## config.mk

```make
export PLATFORM = sky130hd
export DESIGN_NAME = bus_seq
export DESIGN_NICKNAME = d
export VERILOG_FILES = /design/src/rtl/bus_seq.sv
export SDC_FILE = /design/constraint.sdc
export NUM_CORES = 1
export LEC_CHECK = 0
export CAP_MARGIN = 20
export CORE_MARGIN = 4
export CORE_UTILIZATION = 44
export DETAILED_ROUTE_END_ITERATION = 10
export MAX_ROUTING_LAYER = met4
export PLACE_DENSITY = 0.81
export SLEW_MARGIN = 25
export SYNTH_ARGS = -nofsm -noshare
export SYNTH_HDL_FRONTEND = slang
export SYNTH_SLANG_ARGS = --single-unit
```

## constraint.sdc

```tcl
create_clock -name clk -period 1.98 [get_ports clk]
set_clock_uncertainty 0.2 [all_clocks]
set_input_delay 0.396 -clock clk [delete_from_list [all_inputs] [get_ports clk]]
set_output_delay 0.396 -clock clk [all_outputs]
set_load 0.01 [all_outputs]
```

## src/rtl/bus_seq.sv

```systemverilog
// Memory bus sequencer: arbitrates fetch/data/stack requests onto the shared 8-bit data / 16-bit address bus.
// Define BUS_SEQ_RR_EN for round-robin arbitration; otherwise fixed priority stack > data > fetch.
module bus_seq (
   input  logic        clk,
   input  logic        rst,
   input  logic [2:0]  req,
   input  logic [2:0]  req_we,
   input  logic [2:0]  req_wide,
   input  logic [47:0] req_addr,
   input  logic [47:0] req_wdata,
   output logic [2:0]  done,
   output logic [15:0] rdata,
   output logic        busy,
   output logic [15:0] addrbus,
   output logic        rw,
   output logic [7:0]  dataout,
   input  logic [7:0]  datain
);

   typedef enum logic [1:0] {IDLE, ADDR, XFER, DONE} state_t;

   state_t      r_state;
   state_t      w_nextState;

   logic        r_we;
   logic        r_wide;
   logic        r_idx;
   logic [1:0]  r_slot;
   logic [15:0] r_addr;
   logic [15:0] r_wdata;

   logic [2:0]  r_done;
   logic [15:0] r_rdata;
   logic        r_busy;
   logic [15:0] r_addrbus;
   logic        r_rw;
   logic [7:0]  r_dataout;

   logic [2:0]  w_done;
   logic [15:0] w_rdata;
   logic        w_busy;
   logic [15:0] w_addrbus;
   logic        w_rw;
   logic [7:0]  w_dataout;

   logic        w_any;
   logic [1:0]  w_winner;
   logic        w_selWe;
   logic        w_selWide;
   logic [15:0] w_selAddr;
   logic [15:0] w_selWdata;

   assign w_any = |req;

`ifdef BUS_SEQ_RR_EN
   // Returns the first requesting slot in the search order a, b, c.
   function automatic logic [1:0] pick3(input logic [2:0] r, input logic [1:0] a,
                                        input logic [1:0] b, input logic [1:0] c);
      if (r[a])
         return a;
      else if (r[b])
         return b;
      else
         return c;
   endfunction

   logic [1:0] r_ptr;

   always_comb begin
      w_winner = 2'd0;
      case (r_ptr)
         2'd0:    w_winner = pick3(req, 2'd1, 2'd2, 2'd0);
         2'd1:    w_winner = pick3(req, 2'd2, 2'd0, 2'd1);
         default: w_winner = pick3(req, 2'd0, 2'd1, 2'd2);
      endcase
   end

   always_ff @(posedge clk) begin
      if (rst)
         r_ptr <= 2'd0;
      else if (r_state == IDLE && w_any)
         r_ptr <= w_winner;
   end
`else
   always_comb begin
      w_winner = 2'd0;
      if (req[2])
         w_winner = 2'd2;
      else if (req[1])
         w_winner = 2'd1;
   end
`endif

   always_comb begin
      w_selWe    = req_we[w_winner];
      w_selWide  = req_wide[w_winner];
      w_selAddr  = req_addr[{w_winner, 4'b0000} +: 16];
      w_selWdata = req_wdata[{w_winner, 4'b0000} +: 16];
   end

   always_ff @(posedge clk) begin
      if (rst)
         r_state <= IDLE;
      else
         r_state <= w_nextState;
   end

   always_comb begin
      w_nextState = r_state;
      case (r_state)
         IDLE:    if (w_any) w_nextState = ADDR;
         ADDR:    w_nextState = XFER;
         XFER:    w_nextState = (r_wide && !r_idx) ? ADDR : DONE;
         default: w_nextState = IDLE;
      endcase
   end

   // Computes next values for the registered outputs so no pin is driven combinationally from req.
   always_comb begin
      w_addrbus = r_addrbus;
      w_rw      = r_rw;
      w_dataout = r_dataout;
      w_rdata   = r_rdata;
      w_done    = 3'b000;
      w_busy    = (w_nextState != IDLE);
      case (r_state)
         IDLE: begin
            if (w_any) begin
               w_addrbus = w_selAddr;
               w_rw      = w_selWe;
               w_dataout = w_selWdata[7:0];
               w_rdata   = 16'h0000;
            end
         end
         XFER: begin
            if (!r_we) begin
               if (r_idx)
                  w_rdata[15:8] = datain;
               else
                  w_rdata[7:0] = datain;
            end
            if (w_nextState == ADDR) begin
               w_addrbus = r_addr + 16'd1;
               w_dataout = r_wdata[15:8];
            end else begin
               w_rw   = 1'b0;
               w_done = 3'b001 << r_slot;
            end
         end
         DONE:    w_rw = 1'b0;
         default: ;
      endcase
   end

   always_ff @(posedge clk) begin
      if (rst) begin
         r_we      <= 1'b0;
         r_wide    <= 1'b0;
         r_idx     <= 1'b0;
         r_slot    <= 2'd0;
         r_addr    <= 16'h0000;
         r_wdata   <= 16'h0000;
         r_addrbus <= 16'h0000;
         r_rw      <= 1'b0;
         r_dataout <= 8'h00;
         r_rdata   <= 16'h0000;
         r_done    <= 3'b000;
         r_busy    <= 1'b0;
      end else begin
         if (r_state == IDLE && w_any) begin
            r_we    <= w_selWe;
            r_wide  <= w_selWide;
            r_idx   <= 1'b0;
            r_slot  <= w_winner;
            r_addr  <= w_selAddr;
            r_wdata <= w_selWdata;
         end else if (r_state == XFER && w_nextState == ADDR) begin
            r_idx <= 1'b1;
         end
         r_addrbus <= w_addrbus;
         r_rw      <= w_rw;
         r_dataout <= w_dataout;
         r_rdata   <= w_rdata;
         r_done    <= w_done;
         r_busy    <= w_busy;
      end
   end

   assign done    = r_done;
   assign rdata   = r_rdata;
   assign busy    = r_busy;
   assign addrbus = r_addrbus;
   assign rw      = r_rw;
   assign dataout = r_dataout;

endmodule

```

==> summary.txt, run 1 <==
Clock network
  – CTS tree: built
  – Clock buffer depth: 2
  – H-tree Lvls: 3
  – CTS clk-pin slew, worst paths: 0.07 ns
  – CTS sink count: 76
  – Root Buffer: clkbuf_8
  – Worst-Skew Late Latency: 0.35 ns
  – CTS buffer count: 9

Yosys
  – Commonest cells in the netlist: nand2_1 (118), dfxtp_1 (76), a21oi_1 (64)
  – Synth Instances: 500
  – Async SR Flop Fraction: 0%
  – Syn avg cell area: 7.983 um^2
  – Most frequent cell after synthesis: nand2_1
  – Synth top area share: 38.12%
  – Post-synth EDFFs: 0
  – Synth area leaders: dfxtp_1 (38%), nand2_1 (11%), mux2i_1 (8.5%)
  – Synth Flop Type: dfxtp_1
  – Mapped cell area: 3991 um^2
  – Seq/Total Area, Yosys: 38.12%
  – Post-synth cell types: 47
  – Yosys top cell by area: dfxtp_1
  – Flops & latches, synth: 76
  – Mapped Nets: 616
  – Synth warnings: 0

Critical path
  – Worst Setup Start Kind: input port
  – Most used cell, CP: buf_4
  – Worst path max stage delay: 0.49 ns
  – RR Startpoint: r_addr[2]
  – Cell Chain, Critical Path: clkdlybuf4s50_1 -> nor3_4 -> buf_4 -> nor2_8 -> buf_4 -> a21o_1 -> nand3_1 -> a21oi_1
  – Slowest stage cell, crit path: clkdlybuf4s50_1
  – R2r endpoint: addrbus[15]
  – Critical path type: input port to register
  – Critical path peak fanout: 8
  – Worst R2R Setup Slack: 0.15 ns
  – CP Capture Type: register
  – CP top delay family: buffers and inverters
  – Buf+Inv Stages, Crit Path: 3
  – Worst endpoint data arrival time: 1.97 ns
  – Reg2reg path depth: 5
  – Critical Path RT: 2.02 ns
  – Stages on the worst setup path: 8

Floorplan
  – Num rows: 34
  – Die Wd: 103.2 um
  – Starting Density: 45.55%
  – Die Y-Extent: 103.2 um
  – DIE AREA: 10660 um^2
  – Top Ports: 160
  – Core Region: 8763 um^2

Drt
  – Drc violations: 0
  – Total wire length: 12.41 mm
  – Total number of vias: 4189
  – First-pass DRT Iterations: 5
  – Antenna viol nets, final: 0
  – DR vias/cell: 5.364
  – Drt initial violations: 173
  – WL/cell: 15.90 um

STA
  – Slew HR: 75.39%
  – Min Tclk post-route: 1.937 ns
  – Tcrit/Tclk final: 97.85%
  – TNS Setup: 0 ns
  – # setup viols final: 0
  – Final slew viol count: 0
  – Fmax achieved: 0.5162 GHz
  – RSZ-0062 raised after global routing: yes
  – Slew @ Worst Pin: 0.3652 ns
  – Hold Vio Cnt, Final: 0

Min path
  – Hold path cells: 2
  – WHS Endpoint: rdata[12]
  – Worst hold path type: register to register
  – Worst Hold Launch: rdata[12]

Outcome
  – Status: completed

Cells and area
  – Filler cell count: 703
  – Final #Nets: 784
  – Non-filler instance count after layout: 781
  – Syn-to-layout area delta: 50.97%
  – # diodes: 0
  – Layout cells sized above 1: 11.44%

GRT
  – First-pass GRT wire length: 19.62 mm
  – Largest net degree at the start of global routing: 53
  – Initial antenna violation count: 0
  – Met1 Use GR: 28.77%
  – GR peak layer: met2
  – GRT met3 Usage: 3.421%
  – Global Route met2 Usage: 40.90%
  – Vias in the first global route: 4147
  – Tot GR Track Use: 24.20%
  – Remaining Overflow, GRT: 0

Power and ir drop
  – Sw power: 1.423 mW
  – Cell Int Power: 3.084 mW
  – Tot Pwr: 4.507 mW
  – Comb power frac: 34.7%
  – Peak supply drop: 429.8 uV
  – Leak: 2.316 nW
  – P per Cell Area: 747.9 nW/um^2
  – Reg power frac: 40.7%
  – Clk pwr share: 24.6%
  – Switching Share: 31.57%

Flow run
  – Max-cap violations: 0

Placement
  – Placed cell count: 762
  – DP HPWL: 9.601 mm
  – Port-buffer cells: 159
  – Global placer's final weighted congestion: 0.9492
-- metal layers --
| metal | part of all wire [%] | routed length [um] |
|---|---|---|
| met1 | 41 | 5034 |
| met2 | 51 | 6349 |
| met3 | 5.0 | 622 |
| met4 | 3.3 | 408 |
| met5 | 0 | 0 |
-- timing repair --
item / in CTS / in global routing
hold buffers: 0 / 0
buffers inserted: 0 / 3
resized for setup: 0 / 4
setup endpoints to repair: 0 / 10
-- area by class of cell --
class                      count  area, um^2  area share [%]
tap                          108       135.1           2.243
sequential                    76        1521           25.25
timing repair buffer         194        1914           31.77
multi-input combinational    383        2258           37.48
clock buffer                  15       176.4           2.928
clock inverter                 1       5.005         0.08306
inverter                       4       15.01          0.2492
-- worst max path at each step --
stage / to / slack [ns] / start
6_report: rdata[7] / 0.04 / req[0]
4_1_cts: rdata[6] / 0.05 / req[0]
3_5_place_dp: rdata[2] / -0.29 / req[0]
2_1_floorplan: addrbus[10] / 0.23 / req[1]
5_1_grt: rdata[0] / -0.006 / req[0]
3_3_place_gp: rdata[2] / -0.23 / req[0]
-- power groups by stage --
stage                     clock [mW]  sequential, mW  combinational [mW]
after floorplan                    0            1.89               0.766
after global placement             0            1.86                1.47
after detailed placement           0            1.87                1.51
after CTS                       1.11            1.83                1.52
after global routing            1.18            1.86                1.70
final                           1.11            1.84                1.56
-- layout by cell type, fill, tap and decap left out, types with 9 or more instances in the layout --
master and n:
clkdlybuf4s50_1 156, nand2_1 118, dfxtp_1 76, a21oi_1 64, mux2i_1 34, o21ai_0 34, buf_4 29, nor2_1 26
nand3_1 15, clkbuf_8 12, a311oi_1 9
-- cells by family after synthesis --
kind of cell	Yosys count	synth area share [%]
and+or+nand+nor	198	22.54
AOI/OAI and AO/OA	132	20.50
DFF	76	38.12
buffers and inverters	41	5.799
muxes	38	9.655
xor gates and xnor gates	14	3.072
adders and majority gates	1	0.3134
-- worst register-to-register path: stages, from the launching register on --
cell and delay (ns):
dfxtp_1 0.43, nand4_1 0.23, nor2_1 0.30, nand4_1 0.17
xor2_1 0.18, a221oi_2 0.25
-- through the flow --
step | cell area [um^2] | hold slack [ns] | util, % | setup WS [ns]
finish | 6026 | 0.2499 | 68.76 | 0.04263
global route | 6026 | 0.2634 | 68.76 | -0.005632
CTS | 5973 | 0.2542 | 68.16 | 0.04624
detailed placement | 5792 | 0.2439 | 66.09 | -0.2928
global placement | 5792 | 0.2393 | 66.09 | -0.2300
floorplan | 3991 | 0.2353 | - | 0.2277
-- registers in the layout (all words and copies together) (netlist names) --
register,count
addrbus,16
r_we,1
rw,1
busy,1
r_addr,16
r_slot,2
dataout,8
rdata,16
r_wdata,8
done,3
r_wide,1
r_idx,1
r_state,2
Note: power is estimated with default switching activity, not from simulation.
==> inputs of run 2 (changes only) <==
--- a/config.mk
+++ b/config.mk
@@ -6,7 +6,6 @@
 export NUM_CORES = 1
 export LEC_CHECK = 0
 export CAP_MARGIN = 20
-export CORE_MARGIN = 4
 export CORE_UTILIZATION = 44
 export DETAILED_ROUTE_END_ITERATION = 10
 export MAX_ROUTING_LAYER = met4
@@ -15,3 +14,4 @@
 export SYNTH_ARGS = -nofsm -noshare
 export SYNTH_HDL_FRONTEND = slang
 export SYNTH_SLANG_ARGS = --single-unit
+export TNS_END_PERCENT = 30
==> summary.txt, run 2 (synthesis gave the netlist of run 1 again) <==
Outcome
  – Status: completed

Clock network
  – H-tree Lvls: 3
  – Postcts setup bufs: 0
  – CTS buffer count: 9
  – CTS clk-pin slew, worst paths: 0.07 ns
  – CTS tree: built
  – Root Buffer: clkbuf_8
  – CTS sink count: 76
  – Worst-Skew Late Latency: 0.35 ns
  – Clock buffer depth: 2

Critical path
  – CP top delay family: buffers and inverters
  – CP Capture Type: register
  – Most used cell, CP: buf_4
  – RR Startpoint: r_state[1]
  – Slowest stage cell, crit path: clkdlybuf4s50_1
  – Reg2reg path depth: 5
  – Critical path peak fanout: 8
  – Worst Setup EP: rdata[5]
  – Worst R2R Setup Slack: 0.12 ns
  – Critical path type: input port to register
  – R2r endpoint: dataout[0]
  – Stages on the worst setup path: 8
  – Critical Path RT: 2.04 ns
  – CP startpoint: req[0]
  – Worst endpoint data arrival time: 2.00 ns
  – Worst Setup Start Kind: input port
  – Buf+Inv Stages, Crit Path: 3
  – Worst path max stage delay: 0.46 ns
  – Cell Chain, Critical Path: clkdlybuf4s50_1 -> nor3_4 -> buf_4 -> nor2_8 -> buf_4 -> a21oi_4 -> nand2_1 -> a21oi_1

STA
  – Min Tclk post-route: 1.943 ns
  – Hold Vio Cnt, Final: 0
  – # setup viols final: 0
  – Tcrit/Tclk final: 98.12%
  – Slew @ Worst Pin: 0.3982 ns
  – Fmax achieved: 0.5147 GHz
  – Final slew viol count: 0
  – RSZ-0062 raised after global routing: no
  – Slew HR: 73.45%

Floorplan
  – Num rows: 34
  – DIE AREA: 9456 um^2
  – Starting Density: 45.55%
  – Top Ports: 160
  – Die Wd: 97.24 um
  – Core Region: 8763 um^2
  – Die Y-Extent: 97.24 um

Cells and area
  – Most frequent cells in the layout: clkdlybuf4s50_1 (156), nand2_1 (118), dfxtp_1 (76)
  – Filler cell count: 694
  – Commonest non-fill, non-tap cell in the layout: clkdlybuf4s50_1
  – Layout cells sized above 1: 11.96%
  – Syn-to-layout area delta: 50.97%
  – Final #Nets: 789
  – # diodes: 0
  – Final core occ: 68.76%

Drt
  – Drt initial violations: 200
  – Antenna viol nets, final: 0
  – WL/cell: 15.44 um
  – Total wire length: 12.12 mm
  – Total number of vias: 4241
  – DR vias/cell: 5.403
  – First-pass DRT Iterations: 4
  – Drc violations: 0

GRT
  – Initial antenna violation count: 0
  – GRT met3 Usage: 5.324%
  – Vias in the first global route: 4316
  – Tot GR Track Use: 26.55%
  – Remaining Overflow, GRT: 0
  – GR peak layer: met2
  – Largest net degree at the start of global routing: 42
  – First-pass GRT wire length: 19.89 mm
  – Met1 Use GR: 29.15%
  – Global Route met2 Usage: 47.24%

Placement
  – DP HPWL: 9.451 mm
  – Port-buffer cells: 159
  – Global placer's final weighted congestion: 0.8553

Min path
  – Worst hold path type: input port to register

Flow run
  – Max-cap violations: 0

Power and ir drop
  – P per Cell Area: 738.4 nW/um^2
  – Peak supply drop: 418.2 uV
  – Tot Pwr: 4.449 mW
  – Leak: 2.324 nW
-- run 2: metrics by stage --
| step | hold slack [ns] | TNS (ns) | area [um^2] | instances | worst slack, ns |
|---|---|---|---|---|---|
| 2_1_floorplan | 0.2353 | 0 | 3991 | 500 | 0.2277 |
| 3_3_place_gp | 0.2409 | -7.130 | 5839 | 770 | -0.2121 |
| 3_5_place_dp | 0.2484 | -9.269 | 5839 | 770 | -0.3439 |
| 4_1_cts | 0.2229 | 0 | 6016 | 785 | 0.04017 |
| 5_1_grt | 0.2496 | 0 | 6026 | 785 | 0.004162 |
| 6_report | 0.2362 | 0 | 6026 | 785 | 0.03725 |
-- run 2: cell type report --
type	instances	area, um^2	area share (%)
multi-input combinational	383	2255	37.42
timing repair buffer	199	1931	32.04
sequential	76	1521	25.25
clock buffer	13	158.9	2.637
tap	108	135.1	2.243
inverter	4	15.01	0.2492
clock inverter	2	10.01	0.1661
-- run 2: what timing repair did --
item,in CTS,in global routing
hold buffers,0,0
endpoints found under the hold margin,0,0
setup endpoints to repair,1,13
pin swaps,0,0
resized for setup,1,3
-- run 2: metal layers --
| layer | up-vias | share of wire (%) |
|---|---|---|
| li1 | 2079 | - |
| met1 | 1985 | 40 |
| met2 | 149 | 52 |
| met3 | 28 | 5.2 |
| met4 | 0 | 2.8 |
| met5 | - | 0 |
-- run 2: how the worst min path moves through the flow --
| stage | slack (ns) | start | to | cells past startpoint |
|---|---|---|---|---|
| after floorplan | 0.24 | r_slot[1] | done[1] | 1 |
| after global placement | 0.24 | addrbus[6] | addrbus[6] | 2 |
| after detailed placement | 0.25 | r_wdata[8] | r_wdata[8] | 2 |
| after CTS | 0.22 | rst | r_slot[0] | 2 |
| after global routing | 0.25 | rst | r_slot[0] | 2 |
| final | 0.24 | rst | r_slot[0] | 2 |
-- run 2: worst register-to-register path: stages (launching register included) --
cell and delay (ns):
dfxtp_1 0.35, or2_4 0.31, o22ai_4 0.37, buf_4 0.24
nor2_1 0.05, a311oi_1 0.25
-- run 2: report_power, final --
group	internal [mW]	switching, mW
clock network	0.514	0.529
logic	0.823	0.739
registers	1.71	0.136
